`config.mk`:
```
export PLATFORM = sky130hd
export DESIGN_NAME = spring_controller
export DESIGN_NICKNAME = d
export VERILOG_FILES = /design/src/rtl/spring_controller.sv
export SDC_FILE = /design/constraint.sdc
export NUM_CORES = 1
export LEC_CHECK = 0
export BUFFER_PORTS_ARGS = -buffer_cell sky130_fd_sc_hd__buf_2
export CAP_MARGIN = 20
export CORE_MARGIN = 8
export CORE_UTILIZATION = 55
export CTS_CLUSTER_DIAMETER = 40
export DETAILED_ROUTE_END_ITERATION = 7
export PLACE_DENSITY = 0.79
export SYNTH_ARGS = -nofsm -noshare
export SYNTH_HDL_FRONTEND = slang
export SYNTH_SLANG_ARGS = --single-unit
```
`constraint.sdc`:
```
create_clock -name clk -period 4.35 [get_ports clk]
set_clock_uncertainty 0.2 [all_clocks]
set_input_delay 0 -clock clk [delete_from_list [all_inputs] [get_ports clk]]
set_output_delay 0 -clock clk [all_outputs]
set_load 0.005 [all_outputs]
```
`src/rtl/spring_controller.sv`:
```
// spring_controller: pinball plunger spring. It compresses while the key is held, gives one upward impulse on release, then settles.
// Latency: every output is a register and changes on the edge that samples startOfFrame; collision takes effect on the next edge.
// Backpressure: none. pause freezes all state. Optional auto-fire is enabled with macro SPRING_AUTO_FIRE_EN.
module spring_controller #(
  parameter int REST_TOP_LEFT_Y = 400,
  parameter int MAX_COMPRESS    = 32,
  parameter int SPEED_PER_PIXEL = 24,
  parameter int RELEASE_STEP    = 4,
  parameter int SETTLE_FRAMES   = 8,
  parameter int AUTOFIRE_HOLD   = 16
) (
  input  logic               clk,
  input  logic               resetN,
  input  logic               startOfFrame,
  input  logic               pause,
  input  logic               reset_level,
  input  logic               key5IsPressed,
  input  logic               collisionBallSpring,
  output logic signed [31:0] springSpeedY,
  output logic signed [10:0] topLeftY,
  output logic [1:0]         springState
);

  typedef enum logic [1:0] {
    ST_IDLE    = 2'd0,
    ST_CHARGE  = 2'd1,
    ST_RELEASE = 2'd2,
    ST_SETTLE  = 2'd3
  } state_t;

  // The settle and hold counters share one width, which is sized for the larger of the two limits.
  localparam int CNT_MAX = (SETTLE_FRAMES > AUTOFIRE_HOLD) ? SETTLE_FRAMES : AUTOFIRE_HOLD;
  localparam int CNT_W   = (CNT_MAX < 1) ? 1 : $clog2(CNT_MAX + 1);

  localparam logic [5:0]       MAX_C    = 6'(MAX_COMPRESS);
  localparam logic [5:0]       STEP_C   = 6'(RELEASE_STEP);
  localparam logic [CNT_W-1:0] SETTLE_C = CNT_W'(SETTLE_FRAMES);
  localparam logic [31:0]      SPEED_C  = 32'(SPEED_PER_PIXEL);
  localparam logic [10:0]      REST_C   = 11'(REST_TOP_LEFT_Y);

  state_t             state_q, state_d;
  logic [5:0]         comp_q, comp_d;
  logic signed [31:0] rel_q, rel_d;
  logic [CNT_W-1:0]   settle_q, settle_d;
  logic               deliv_q, deliv_d;
  logic signed [31:0] speed_q, speed_d;
  logic [10:0]        top_q, top_d;

`ifdef SPRING_AUTO_FIRE_EN
  localparam logic [CNT_W-1:0] HOLD_C = CNT_W'(AUTOFIRE_HOLD);
  logic [CNT_W-1:0] hold_q, hold_d;
  logic [CNT_W-1:0] hold_inc;
  assign hold_inc = hold_q + CNT_W'(1);
`endif

  // Release impulse for the current compression. Negative means upward.
  logic signed [31:0] fire_speed;
  logic [5:0]         comp_inc;
  logic [5:0]         comp_dec;

  assign fire_speed = -$signed(32'(comp_q) * SPEED_C);
  assign comp_inc   = (comp_q < MAX_C) ? comp_q + 6'd1 : comp_q;
  assign comp_dec   = (comp_q > STEP_C) ? comp_q - STEP_C : 6'd0;

  // Next-state and next-output logic. reset_level overrides pause, and pause overrides everything else.
  always_comb begin
    state_d  = state_q;
    comp_d   = comp_q;
    rel_d    = rel_q;
    settle_d = settle_q;
    deliv_d  = deliv_q;
`ifdef SPRING_AUTO_FIRE_EN
    hold_d   = hold_q;
`endif

    if (reset_level) begin
      state_d  = ST_IDLE;
      comp_d   = 6'd0;
      rel_d    = 32'sd0;
      settle_d = '0;
      deliv_d  = 1'b0;
`ifdef SPRING_AUTO_FIRE_EN
      hold_d   = '0;
`endif
    end else if (!pause) begin
      // A collision on any cycle, not only on frame cycles, uses up the impulse for this shot.
      if (state_q == ST_RELEASE && collisionBallSpring) begin
        deliv_d = 1'b1;
      end

      if (startOfFrame) begin
        case (state_q)
          ST_IDLE: begin
            if (key5IsPressed) begin
              state_d = ST_CHARGE;
              comp_d  = comp_inc;
              deliv_d = 1'b0;
            end
          end

          ST_CHARGE: begin
            if (key5IsPressed) begin
              comp_d = comp_inc;
`ifdef SPRING_AUTO_FIRE_EN
              if (comp_q == MAX_C) begin
                if (hold_inc >= HOLD_C) begin
                  state_d = ST_RELEASE;
                  rel_d   = fire_speed;
                  hold_d  = '0;
                end else begin
                  hold_d  = hold_inc;
                end
              end
`endif
            end else if (comp_q != 6'd0) begin
              state_d = ST_RELEASE;
              rel_d   = fire_speed;
`ifdef SPRING_AUTO_FIRE_EN
              hold_d  = '0;
`endif
            end else begin
              state_d = ST_IDLE;
`ifdef SPRING_AUTO_FIRE_EN
              hold_d  = '0;
`endif
            end
          end

          ST_RELEASE: begin
            comp_d = comp_dec;
            if (comp_dec == 6'd0) begin
              state_d  = ST_SETTLE;
              settle_d = SETTLE_C;
            end
          end

          ST_SETTLE: begin
            if (settle_q <= CNT_W'(1)) begin
              state_d  = ST_IDLE;
              settle_d = '0;
            end else begin
              settle_d = settle_q - CNT_W'(1);
            end
          end

          default: begin
            state_d = ST_IDLE;
          end
        endcase
      end
    end

    // Outputs come from the next state, so they change on the same edge as the state they describe.
    speed_d = (state_d == ST_RELEASE && !deliv_d) ? rel_d : 32'sd0;
    top_d   = REST_C + 11'(comp_d);
  end

  // State and output registers. Asynchronous reset clears any impulse that is in progress.
  always_ff @(posedge clk or negedge resetN) begin
    if (!resetN) begin
      state_q  <= ST_IDLE;
      comp_q   <= 6'd0;
      rel_q    <= 32'sd0;
      settle_q <= '0;
      deliv_q  <= 1'b0;
      speed_q  <= 32'sd0;
      top_q    <= REST_C;
`ifdef SPRING_AUTO_FIRE_EN
      hold_q   <= '0;
`endif
    end else begin
      state_q  <= state_d;
      comp_q   <= comp_d;
      rel_q    <= rel_d;
      settle_q <= settle_d;
      deliv_q  <= deliv_d;
      speed_q  <= speed_d;
      top_q    <= top_d;
`ifdef SPRING_AUTO_FIRE_EN
      hold_q   <= hold_d;
`endif
    end
  end

  assign springSpeedY = speed_q;
  assign topLeftY     = top_q;
  assign springState  = state_q;

endmodule

```
# == Word level (Yosys, flattened, before mapping) ==
# Cells that the tools add are included.
# Widths: inputs -> output; s select.
# word_totals
out_inout_bits,45
ff_bits,88
wordCells,67
# classes
multipliers,1
reduce_logical,10
magnitude_cmp,3
addsub,5
n_mux,35
n_eq_ne,6
# ops
operator,n
$mux 32,7
$mux 6,6
$neg 11->32,1
$mux 5,5
$mux 2,8
$pmux 6 s2,1
$add 9x6->10 const A,1
$pmux 5 s2,1
$mul 6x2->8 const B,1
$pmux 2 s4,1
$add 6x1->6 const B,1
$eq 2x2->1 const B,3
$gt 6x3->1 const B,1
$logic_not 6->1,1
$lt 6x6->1 const B,1
$mux 1,6
$reduce_bool 6->1,1
$sub 6x3->6 const B,1
$le 5x1->1 const B,1
$sub 5x1->5 const B,1
$reduce_and 4->1,1
$ne 3x2->1 const B,1
$reduce_bool 3->1,1
$eq 2x1->1 const B,1
other kinds (6),7

# == Longest topological paths before layout ==
# Gate-level depths: netlist of run 1.
# depth
depth_word,11
depth_mapped,11
ltp_nobuf,11

# == Least setup slack after synthesis of run 1 ==
# No wires, ideal clock.
# synth_path
kind,reg-to-reg
start,register comp_q[5]
end,register speed_q[10] (netlist: springSpeedY[10])
n_path_buf,1
slack_ps,1567
required_ps,4013
setup_ps,137
arrival_ps,2446
stages_incl_launch_ff,11
path_cell_list,dfrtp_1 buf_2 inv_2 ha_1 nor2b_1 a221oi_2 o311ai_4 nor4_4 ha_1 mux2i_1 nor3_1
# synth_via
elab_chain_len,11
# synth_lines
element,line,text
"start, declared",42,"logic [5:0] comp_q, comp_d;"
"start signal, assigned",173,comp_q <= comp_d;
"parallel branches: the longest is 10 deep, another holds $neg 11->32",n/a,
$mux 32 (*),154,speed_d = (state_d == ST_RELEASE && !deliv_d) ? rel_d : 32'sd0;
named net speed_d[10],46,"logic signed [31:0] speed_q, speed_d;"
"end signal, assigned",177,speed_q <= speed_d;
"end, declared",46,
# Mark *: on every way through the listed nets, which the timed path passes.
# A chain may end at the register's enable or synchronous reset.

# == Worst setup path after layout of run 1 ==
# layout_path
start,register comp_q[0]
end,register speed_q[11] (netlist: springSpeedY[11])
# Same word-level chain as after synthesis.

==> results of run 1 <==
## stage by stage
| stage | total power [mW] | instances |
|---|---|---|
| 2_1_floorplan | 0.871 | 367 |
| 3_3_place_gp | 0.904 | 488 |
| 3_5_place_dp | 0.906 | 488 |
| 4_1_cts | 1.49 | 512 |
| 5_1_grt | 1.55 | 514 |
| 6_report | 1.48 | 514 |
## flip-flops by register name, indices dropped and copies added, names as in the netlist
signal        cells
topLeftY          3
comp_q            6
springSpeedY     32
settle_q          5
springState       2
rel_q            32
deliv_q           1
## kinds of logic (layout without fill, tap and decap cells)
kind of cell	Yosys count	count (layout)	share of synthesized area, %
AND/OR/NAND/NOR	129	129	18.3
adder cells (fa/ha/maj)	19	19	6.27
multiplexers	2	2	0.512
other	2	4	0.192
AO/OA/AOI/OAI	85	85	16.4
buffers and inverters	40	91	4.96
flip-flops	81	81	51.8
XOR/XNOR	7	7	1.57
## final cells by class
class	count	area, um^2
Inverter	14	52.6
Multi-Input combinational cell	246	1700
Clock buffer	10	138
Sequential cell	81	2030
Timing Repair Buffer	61	385
Fill cell	543	2330
Tap cell	96	120
Clock inverter	6	75.1
## routing by layer
layer | GRT usage (%) | up-vias
met5 | 0 | -
met4 | 7.79 | 0
met3 | 3.67 | 10
met2 | 26.3 | 82
met1 | 21.8 | 1404
li1 | - | 1371
## worst paths after layout
kind                                     from               end  cells after the start
worst min register to register      rel_q[14]         rel_q[14]                      1
worst min-delay path            key5IsPressed   springSpeedY[0]                      5
min in group asynchronous              resetN         comp_q[3]                      3
worst max register to register      comp_q[0]  springSpeedY[11]                      9
worst max-delay path                comp_q[0]  springSpeedY[11]                      9
max in group asynchronous              resetN  springSpeedY[17]                      4
## critical path, cell delays in order, from the launching register on
cell and delay, ns:
dfrtp_1 0.55, ha_1 0.27, inv_1 0.07, fa_1 0.39, nand2b_1 0.17, a21oi_2 0.23, xor2_1 0.19, nor3_1 0.24
a41o_1 0.79, nor3_1 0.14
## cells in the mapped netlist, types with 6 or more instances
library cell	count	area (um^2)
dfrtp_1	80	2000
nor2_1	47	176
a21oi_1	20	100
ha_1	18	225
nor3_1	17	85.1
o21a_1	17	128
inv_1	13	48.8
clkbuf_1	12	45.0
o21ai_0	11	55.1
nand2_1	9	33.8
nor3_2	9	90.1
and3_1	8	50.1
buf_4	8	60.1
nand3_1	8	40.0
nand2b_1	6	37.5
## power breakdown
group / internal, mW / switching, mW / total, mW
logic: 0.0490 / 0.0854 / 0.134
clock network: 0.289 / 0.294 / 0.583
registers: 0.758 / 0.00905 / 0.767
total: 1.10 / 0.388 / 1.48
## what timing repair did
action	in CTS	in global routing
setup buffers	0	0
hold endpoints to repair	93	6
hold buffers	8	1
==> impl_metrics.ini, run 1 <==
[status]
status = completed

[floorplan]
initial_core_util_pct = 57.3
dieArea_um2 = 10100
die_h_um = 100
core.rowCount = 30
core_um2 = 6830
die-width_um = 100
io_pins = 52

[timing]
setup_slack_ns = 0.962
setup_viol = 0
slew_headroom_pct = 41.7
min_period_ns = 3.39
rsz0062_at_grt = false
timing.final.crit_share_pct = 77.9
fmax_mhz = 295
maxSlewViolCount = 0
timing.hold.ws_ns = 0.0774
worst_slew_pin_slew_ns = 0.874
tns_ns = 0
finalHoldViolCount = 0

[power]
ir_drop_uv = 240
leakage_nw = 2.18
power_density_nw_per_um2 = 330

[hold_path]
hp-class = in -> reg

[critical_path]
cp-start-kind = register
cp-end-kind = register
path_max_fanout = 22
setup.worst_path.class = reg -> reg
r2r_slack_ns = 0.96
worst_ep_required_time_ns = 4.36
critical_path_arrival_ns = 3.40

[clock_network]
clk_latency_ns = 0.36
cts_buffer_depth = 2
cts-htree-levels = 3
cts_num_sinks = 81
cts.repair.resized = 0
cts-root-buf = clkbuf_8
numCtsBuffers = 9
cts_tree = yes
path_clk_slew_ns = 0.09

[logic_synthesis]
synthFlopType = dfrtp_1
yosysSeqAreaShare_pct = 51.8
synth.avg_cell_area_um2 = 10.7
synth_seq_cells = 81
syn_area_um2 = 3910
yosys_warnings = 0
ys_types = 64
postSynth.asyncResetShare_pct = 100
synth_edf_count = 0
netlist_instances = 365

[drt]
drtPass1Iterations = 4
wl_met1_um = 3640
drtIter0Drc = 184
vias = 2867
ant_nets = 0
wl_met2_um = 3830
routed.top_layer = met4
wl_um = 8020
viasPerCell = 5.58
wl_met3_um = 406
drc = 0
wl_per_cell_um = 15.6

[global_route]
antenna_found_initial = 0
grt_max_degree = 82
grt_pass1_vias = 2759
globalRouteOverflowTotal = 0
grt_pass1_wl_um = 13500
grt_use_total_pct = 16.9

[placed_design]
gp_congestion = 0.919
pre_cts_ws_ns = 1.02
hpwl_um = 5400
place_area_um2 = 4170
port_buffers = 47

[final_layout]
layout-drive-gt1-share_pct = 22.5
fin_area_um2 = 4500
area_growth_pct = 14.9
layout_commonest_cell = dfrtp_1
fin_util_pct = 65.8
final_net_count = 439
antennaDiodeCount = 0
final_cell_mix = dfrtp_1, nor2_1, buf_2

[job]
cap_violations = 0
(Power assumes the default switching activity.)
==> inputs of run 2 (changes only) <==
==> constraint.sdc (replaced) <==
create_clock -name clk -period 3.5 [get_ports clk]
set_clock_uncertainty 0.2 [all_clocks]
set_input_delay 0 -clock clk [delete_from_list [all_inputs] [get_ports clk]]
set_output_delay 0 -clock clk [all_outputs]
set_load 0.005 [all_outputs]
==> run 2 against run 1 <==
Net effect:
- the flow now finishes with violations (hold timing)
- flip-flop and latch count is the same
- register-to-register slack lost 0.68 ns
- combinational power grew 26%
- worst setup slack lost 0.68 ns
- largest power group unchanged
==> impl_metrics.ini, run 2 (synthesis gave the netlist of run 1 again) <==
[timing]
rsz0062_at_grt = false
setup_viol = 0
min_period_ns = 3.21
tns_ns = 0
slew_headroom_pct = 63.7
worst_slew_pin_slew_ns = 0.538
timing.hold.ws_ns = -0.0423
timing.final.crit_share_pct = 91.8
fmax_mhz = 311
finalHoldViolCount = 39
maxSlewViolCount = 0

[floorplan]
initial_core_util_pct = 57.3
die-width_um = 100
die_h_um = 100
dieArea_um2 = 10100
core.rowCount = 30
io_pins = 52
core_um2 = 6830

[critical_path]
setup.worst_path.class = reg -> reg
cp_slowest_stage_delay_ns = 0.54
cp_cell_sequence = ha_1, inv_1, fa_1, nand2b_1, a21oi_2, xor2_1, nor3_1, a41o_2, nor3_2
path_max_fanout = 22
cp-end-kind = register
cp-start-kind = register
worst_path_max_delay_cell = dfrtp_1
critical_path_arrival_ns = 3.27
rr_worst_depth = 9
worst_ep_required_time_ns = 3.56

[clock_network]
clk_latency_ns = 0.35
cts-root-buf = clkbuf_8
cts_tree = yes
numCtsBuffers = 9
cts_num_sinks = 81
postCtsSetupBuffers = 0
path_clk_slew_ns = 0.09
cts-htree-levels = 3
cts_buffer_depth = 2

[final_layout]
antennaDiodeCount = 0
final_net_count = 440
final_cell_count_no_fill = 514
final_cell_mix = dfrtp_1, nor2_1, buf_2
layout_commonest_cell = dfrtp_1
area_growth_pct = 14.9
layout-drive-gt1-share_pct = 23.2

[drt]
wl_um = 8290
vias = 2930
drc = 0
viasPerCell = 5.70
drtPass1Iterations = 5
drtIter0Drc = 257
wl_per_cell_um = 16.1
ant_nets = 0

[power]
ir_drop_uv = 183
leakage_nw = 2.19
power_density_nw_per_um2 = 414

[status]
status = finished with violations
violations = hold timing

[placed_design]
hpwl_um = 5470
gp_congestion = 0.988
port_buffers = 47
dp_cells = 491

[global_route]
grt_pass1_wl_um = 13900
grt_max_degree = 82
grt_pass1_vias = 2903
antenna_found_initial = 0
globalRouteOverflowTotal = 0
grt_use_total_pct = 17.4

[job]
cap_violations = 0

[hold_path]
hp-class = in -> async
run 2: changes by cell type in the layout (fill, tap and decap cells not counted), sizes merged:
cell         change
clkinv           +1
inv              -1
clkbuf           -1
clkinvlp         -1
buf              +3
dlygate4sd3      -2
bufinv           +1
run 2: worst max-delay path, delay by kind of cell (launching register included):
kind                     cells  cell delay (ns)
AO/OA/AOI/OAI                2             0.71
adder cells (fa/ha/maj)      2             0.68
flip-flops                   1             0.54
AND/OR/NAND/NOR              3             0.54
XOR/XNOR                     1             0.37
buffers and inverters        1             0.08
run 2: final cells by class:
cell class	instances	area [um^2]
Sequential cell	81	2030
Clock buffer	9	124
Timing Repair Buffer	62	380
Fill cell	543	2340
Multi-Input combinational cell	246	1700
Tap cell	96	120
Clock inverter	6	91.3
Inverter	14	52.6
run 2: repair_timing:
item | in CTS | in global routing
setup endpoints to repair | 0 | 19
gates resized for setup | 0 | 1
hold endpoints to repair | 91 | 0
hold buffers | 7 | 0
run 2: final timing paths:
path                                    start  slack, ns               end
worst max-delay path                comp_q[0]       0.29  springSpeedY[19]
worst min register to register      rel_q[11]       0.29         rel_q[11]
min in group clk                key5IsPressed       0.09   springSpeedY[2]
worst max register to register      comp_q[0]       0.29  springSpeedY[19]
max in group asynchronous              resetN       2.55         rel_q[16]
worst min-delay path                   resetN      -0.04       topLeftY[6]
run 2: power by group:
part | internal (mW) | switching [mW] | total [mW] | leakage [nW]
clock network | 0.401 | 0.338 | 0.739 | 0.110
logic | 0.0592 | 0.110 | 0.169 | 0.952
registers | 0.942 | 0.00872 | 0.951 | 1.13
total | 1.40 | 0.457 | 1.86 | 2.19
run 2: layer usage:
| layer | GRT usage, % | vias up | wire length, um |
|---|---|---|---|
| met1 | 20.8 | 1433 | 3450 |
| met3 | 3.60 | 26 | 493 |
| li1 | - | 1361 | - |
| met4 | 10.7 | 0 | 251 |
| met5 | 0 | - | 0 |
| met2 | 28.3 | 110 | 4100 |
run 2: stage by stage:
step	cell area, um^2	power [mW]	setup WS (ns)	util (%)
4_1_cts	4470	1.87	0.173	65.5
2_1_floorplan	3920	1.08	0.717	-
3_5_place_dp	4190	1.13	0.228	61.3
5_1_grt	4500	1.93	0.115	65.8
3_3_place_gp	4190	1.12	0.322	61.3
6_report	4500	1.86	0.285	65.8
